===== src/rtl/down_timer_load_if.sv =====
// Control and status bundle for the loadable down-timer.
// The master side drives the period and control, and the slave side returns the count and status.
interface down_timer_load_if #(
  parameter int WIDTH = 8
);
  logic [WIDTH-1:0] D;
  logic             LOAD_n;
  logic             START;
  logic             STOP;
  logic             ENP;
  logic             ENT;
  logic             AUTO_RELOAD;
  logic [WIDTH-1:0] Q;
  logic             BO;
  logic             DONE;
  logic             BUSY;

  modport master (
    output D, LOAD_n, START, STOP, ENP, ENT, AUTO_RELOAD,
    input  Q, BO, DONE, BUSY
  );

  modport slave (
    input  D, LOAD_n, START, STOP, ENP, ENT, AUTO_RELOAD,
    output Q, BO, DONE, BUSY
  );
endinterface


===== src/rtl/down_timer_load.sv =====
// Loadable down-counter/timer with one-shot or auto-reload expiry.
// It provides a one-cycle DONE pulse and a borrow output for cascading.
module down_timer_load #(
  parameter int WIDTH = 8
) (
  input  logic              CLK,
  input  logic              CLR_n,
  down_timer_load_if.slave  bus
);

  typedef enum logic [0:0] {
    ST_IDLE = 1'b0,
    ST_RUN  = 1'b1
  } state_t;

  state_t           state_r;
  logic [WIDTH-1:0] count_r;
  logic [WIDTH-1:0] reload_r;
  logic             done_r;
  logic             busy_r;

  logic             qual_en_s;
  logic             at_zero_s;
  logic             at_one_s;
  logic             start_ok_s;

  // Decode the enable qualification and count boundaries used by the FSM and borrow.
  always_comb begin
    qual_en_s  = bus.ENP && bus.ENT;
    at_zero_s  = 1'b0;
    at_one_s   = 1'b0;
    start_ok_s = 1'b0;
    if (count_r == {WIDTH{1'b0}}) begin
      at_zero_s = 1'b1;
    end else begin
      at_zero_s = 1'b0;
    end
    if (count_r == WIDTH'(1)) begin
      at_one_s = 1'b1;
    end else begin
      at_one_s = 1'b0;
    end
    if (bus.START && !bus.STOP && !at_zero_s) begin
      start_ok_s = 1'b1;
    end else begin
      start_ok_s = 1'b0;
    end
  end

  // Timer FSM: load > stop > expiry/decrement > start, with registered DONE and BUSY.
  always_ff @(posedge CLK or negedge CLR_n) begin
    if (!CLR_n) begin
      state_r  <= ST_IDLE;
      count_r  <= {WIDTH{1'b0}};
      reload_r <= {WIDTH{1'b0}};
      done_r   <= 1'b0;
      busy_r   <= 1'b0;
    end else begin
      done_r <= 1'b0;
      if (!bus.LOAD_n) begin
        count_r  <= bus.D;
        reload_r <= bus.D;
        state_r  <= ST_IDLE;
        busy_r   <= 1'b0;
      end else begin
        case (state_r)
          ST_IDLE: begin
            if (start_ok_s) begin
              state_r <= ST_RUN;
              busy_r  <= 1'b1;
            end else begin
              state_r <= ST_IDLE;
              busy_r  <= 1'b0;
            end
          end
          ST_RUN: begin
            if (bus.STOP) begin
              state_r <= ST_IDLE;
              busy_r  <= 1'b0;
            end else if (at_zero_s) begin
              // Unreachable in normal operation; fall back to IDLE rather than wrap.
              state_r <= ST_IDLE;
              busy_r  <= 1'b0;
            end else if (qual_en_s) begin
              if (at_one_s) begin
                done_r <= 1'b1;
                if (bus.AUTO_RELOAD) begin
                  count_r <= reload_r;
                  state_r <= ST_RUN;
                  busy_r  <= 1'b1;
                end else begin
                  count_r <= {WIDTH{1'b0}};
                  state_r <= ST_IDLE;
                  busy_r  <= 1'b0;
                end
              end else begin
                count_r <= count_r - WIDTH'(1);
                state_r <= ST_RUN;
                busy_r  <= 1'b1;
              end
            end else begin
              state_r <= ST_RUN;
              busy_r  <= 1'b1;
            end
          end
          default: begin
            state_r <= ST_IDLE;
            busy_r  <= 1'b0;
          end
        endcase
      end
    end
  end

  assign bus.Q    = count_r;
  assign bus.BO   = bus.ENT && at_zero_s;
  assign bus.DONE = done_r;
  assign bus.BUSY = busy_r;

endmodule


===== src/flat_wrapper.sv =====
// flat-port wrapper written by rule: the top's interface ports become plain ports
module down_timer_load_flat 
#(
  parameter int WIDTH = 8
)
  (CLK, CLR_n, bus_D, bus_LOAD_n, bus_START, bus_STOP, bus_ENP, bus_ENT, bus_AUTO_RELOAD, bus_Q, bus_BO, bus_DONE, bus_BUSY);
  down_timer_load_if #(.WIDTH(WIDTH)) bus_i ();
  input  logic CLK;
  input  logic CLR_n;
  input wire logic [$bits(bus_i.D)-1:0] bus_D;
  input wire logic [$bits(bus_i.LOAD_n)-1:0] bus_LOAD_n;
  input wire logic [$bits(bus_i.START)-1:0] bus_START;
  input wire logic [$bits(bus_i.STOP)-1:0] bus_STOP;
  input wire logic [$bits(bus_i.ENP)-1:0] bus_ENP;
  input wire logic [$bits(bus_i.ENT)-1:0] bus_ENT;
  input wire logic [$bits(bus_i.AUTO_RELOAD)-1:0] bus_AUTO_RELOAD;
  output wire logic [$bits(bus_i.Q)-1:0] bus_Q;
  output wire logic [$bits(bus_i.BO)-1:0] bus_BO;
  output wire logic [$bits(bus_i.DONE)-1:0] bus_DONE;
  output wire logic [$bits(bus_i.BUSY)-1:0] bus_BUSY;
  assign bus_i.D = bus_D;
  assign bus_i.LOAD_n = bus_LOAD_n;
  assign bus_i.START = bus_START;
  assign bus_i.STOP = bus_STOP;
  assign bus_i.ENP = bus_ENP;
  assign bus_i.ENT = bus_ENT;
  assign bus_i.AUTO_RELOAD = bus_AUTO_RELOAD;
  assign bus_Q = bus_i.Q;
  assign bus_BO = bus_i.BO;
  assign bus_DONE = bus_i.DONE;
  assign bus_BUSY = bus_i.BUSY;
  down_timer_load #(.WIDTH(WIDTH)) u_core (.CLK(CLK), .CLR_n(CLR_n), .bus(bus_i));
endmodule

===== config.mk =====
export PLATFORM = sky130hd
export DESIGN_NAME = down_timer_load_flat
export DESIGN_NICKNAME = d
export VERILOG_FILES = /design/src/rtl/down_timer_load_if.sv /design/src/rtl/down_timer_load.sv /design/src/flat_wrapper.sv
export SDC_FILE = /design/constraint.sdc
export NUM_CORES = 1
export LEC_CHECK = 0
export CORE_MARGIN = 2
export CORE_UTILIZATION = 54
export CTS_BUF_LIST = sky130_fd_sc_hd__clkbuf_4
export CTS_CLUSTER_SIZE = 25
export DETAILED_ROUTE_END_ITERATION = 6
export GPL_TIMING_DRIVEN = 0
export PLACE_DENSITY_LB_ADDON = 0.25
export SETUP_SLACK_MARGIN = 0.2
export SKIP_LAST_GASP = 1
export SLEW_MARGIN = 20
export SYNTH_ARGS = -nofsm -noshare
export SYNTH_HDL_FRONTEND = slang
export SYNTH_SLANG_ARGS = --single-unit

===== constraint.sdc =====
create_clock -name CLK -period 3.38 [get_ports CLK]
set_input_delay 0.507 -clock CLK [delete_from_list [all_inputs] [get_ports CLK]]
set_output_delay 0.507 -clock CLK [all_outputs]
set_load 0.01 [all_outputs]

==> results.cfg <==
[run_status]
status = completed

[routing]
ant_nets = 0
vias = 981
drt_iter0_markers = 26
routed_wl_um = 2560
detail_route.vias_per_cell = 5.98
drc = 0
first_pass_iters = 4
wl_per_cell_um = 15.6

[hold_path]
hold_start = u_core.reload_r[6]$_DFFE_PN0N_
hold_class = reg2reg
holdPathStages = 1
hold_path_end = u_core.reload_r[6]$_DFFE_PN0N_

[synth]
synthesis.nets = 127
synth_top_area_share_pct = 40.8
synth_edf_count = 0
ys_ff_latch = 18
synth_area_leaders = dfrtp_1 41%, a22o_1 4.0%, ha_1 3.4%, inv_1 3.4%, nand2_1 3.4%
async_reset_ff_share_pct = 100
syn_area_um2 = 1100
ys.flop_type = dfrtp_1
ys_warn_count = 0
netlist_instances = 108
synth_cell_types = 41
synth-seq-area-share_pct = 40.8
yosysTopAreaCell = dfrtp_1
avgSynthCellArea_um2 = 10.2

[floorplanning]
start_util_pct = 56.8
rows = 16
ios = 27
core_area_um2 = 1940
die_x_um = 49.2
die_area_um2 = 2420
die_h_um = 49.2

[worst_setup_path]
worstSetupPathType = reg2out
slowest_delay_ns = 0.53
cp-start-kind = flip-flop
r2r_setup_slack_ns = 1.34
crit_path_max_fanout = 6
rr_worst_depth = 7
critPathArrivalTime_ns = 1.99
slowest_stage = clkdlybuf4s50_1
r2r-start = u_core.bus.Q[1]$_DFFE_PN0P_
worstPathRequired_ns = 2.87
timing.rr.end = u_core.bus.Q[1]$_DFFE_PN0P_
end_kind = output port
cp_cell_sequence = nor4_4, and4_2, clkdlybuf4s50_1

[final_layout]
mostFrequentLayoutCells = 25 x clkdlybuf4s50_1, 18 x dfrtp_1, 10 x inv_1, 10 x nand2_1
diodes = 0
syn_to_final_growth_pct = 28.1
layout.nets = 157
final_common_cell = clkdlybuf4s50_1
drive_above_1_share_pct = 12.4
final_area_um2 = 1410

[timing]
rsz0062_at_grt = no
timing.final.crit_period_ns = 2.50
fin_tns_setup_ns = 0
tightestPinTransition_ns = 0.813
setup_violations = 0
fin_crit_sh_pct = 73.9
maxSlewHeadroom_pct = 45.7
fin_skew_ns = 0.00667
drv_slew = 0
hold_violations = 0
fmax_ghz = 0.400

[power]
p_leak_nw = 0.589
p_per_area_nw_per_um2 = 456
ir_drop_mv = 0.359

[global_routing]
grt_pass1_vias = 965
grt_antenna_before_repair = 0
grt_max_degree = 19
overflow = 0
grt_pass1_wl_um = 4500
track_usage_pct = 23.9

[clock_tree]
cts_tree = built
cts_resized = 0
cts_setup_buffers = 0
worstSkewPairLatency_ns = 0.29
clock_tree.root_cell = clkbuf_4
path_clk_slew_ns = 0.10
holdBufCountCts = 0
cts_buffer_depth = 2
cts_max_level = 1
clkSinkCount = 18
numCtsBuffers = 3

[place]
dp_hpwl_um = 1960
finalWeightedCongestion = 0.786
postPlaceCellArea_um2 = 1390
io_buffers = 25

[job]
cap_violations = 0
[power by group]
group | internal (mW) | total [mW] | switching [mW] | leakage (nW)
Clock | 0.0429 | 0.109 | 0.0662 | 0.0154
Sequential | 0.244 | 0.290 | 0.0454 | 0.223
Combinational | 0.126 | 0.245 | 0.120 | 0.351
Total | 0.413 | 0.644 | 0.231 | 0.589
[synth_stat cells (all sizes together) (2+ instances only)]
cell type	instances
buf	4
nor4b	2
nor2	4
ha	3
o21ai	4
nor4	2
nand2b	2
clkbuf	2
inv	10
a22o	5
nand2	10
nand3	5
dfrtp	18
o221ai	4
a311o	2
nand4	2
nor3	3
a21o	2
o22ai	4
mux2	4
o311ai	2
[per-stage QoR]
stage               util (%)  cells  setup WS, ns  power (mW)  hold slack (ns)
detailed placement      71.5    160          1.01       0.537            0.486
finish                  72.8    164         0.883       0.644            0.500
CTS                     72.8    164         0.861       0.644            0.510
global placement        71.5    160          1.03       0.528            0.465
global route            72.8    164         0.779       0.681            0.524
floorplan                  -    108          1.57       0.434            0.211
[area by class of cell]
class,instances,area [um2]
fillers,155,528
clock inverters,1,3.75
well taps,27,33.8
plain buffers,6,36.3
multi-input cells,73,576
repair buffers,25,250
clock buffers,3,22.5
inverters,11,41.3
flip-flops and latches,18,450
[worst max-delay path: cells and delay by family (launching register included)]
| family | cells | cell delay (ns) |
|---|---|---|
| flip-flops | 1 | 0.48 |
| AND/OR/NAND/NOR | 2 | 0.70 |
| buffers and inverters | 1 | 0.53 |
[worst max-delay path by stage]
stage | startpoint | slack [ns] | cells past startpoint | to
finish | u_core.bus.Q[6]$_DFFE_PN0P_ | 0.88 | 3 | bus_BO
global route | u_core.bus.Q[6]$_DFFE_PN0P_ | 0.78 | 3 | bus_BO
CTS | u_core.bus.Q[6]$_DFFE_PN0P_ | 0.86 | 3 | bus_BO
detailed placement | bus_ENT | 1.01 | 6 | u_core.bus.Q[1]$_DFFE_PN0P_
global placement | bus_ENT | 1.03 | 6 | u_core.bus.Q[1]$_DFFE_PN0P_
floorplan | u_core.bus.Q[0]$_DFFE_PN0P_ | 1.57 | 6 | u_core.bus.Q[0]$_DFFE_PN0P_
[cell families (layout without fill, tap and decap cells)]
group | Yosys count | count (layout) | share of synthesized area (%)
multiplexers | 4 | 4 | 4.76
buffers and inverters | 17 | 46 | 7.03
AND/OR/NAND/NOR | 36 | 36 | 21.2
flip-flops | 18 | 18 | 40.8
adder cells (fa/ha/maj) | 3 | 3 | 3.40
AO/OA/AOI/OAI | 30 | 30 | 22.8
[per-layer routing]
| layer | global-route usage (%) | up-vias | wire (um) |
|---|---|---|---|
| met1 | 30.4 | 470 | 1150 |
| met3 | 3.07 | 6 | 114 |
| met2 | 41.2 | 36 | 1260 |
| met4 | 9.05 | 0 | 40 |
| met5 | 0 | - | 0 |
| li1 | - | 469 | - |
[state kept, by name (all words and copies together) (netlist names)]
register and flops:
u_core.bus.Q 8, u_core.reload_r 8, u_core.bus.DONE 1, u_core.state_r 1
Note: power is estimated with default switching activity, not from simulation.
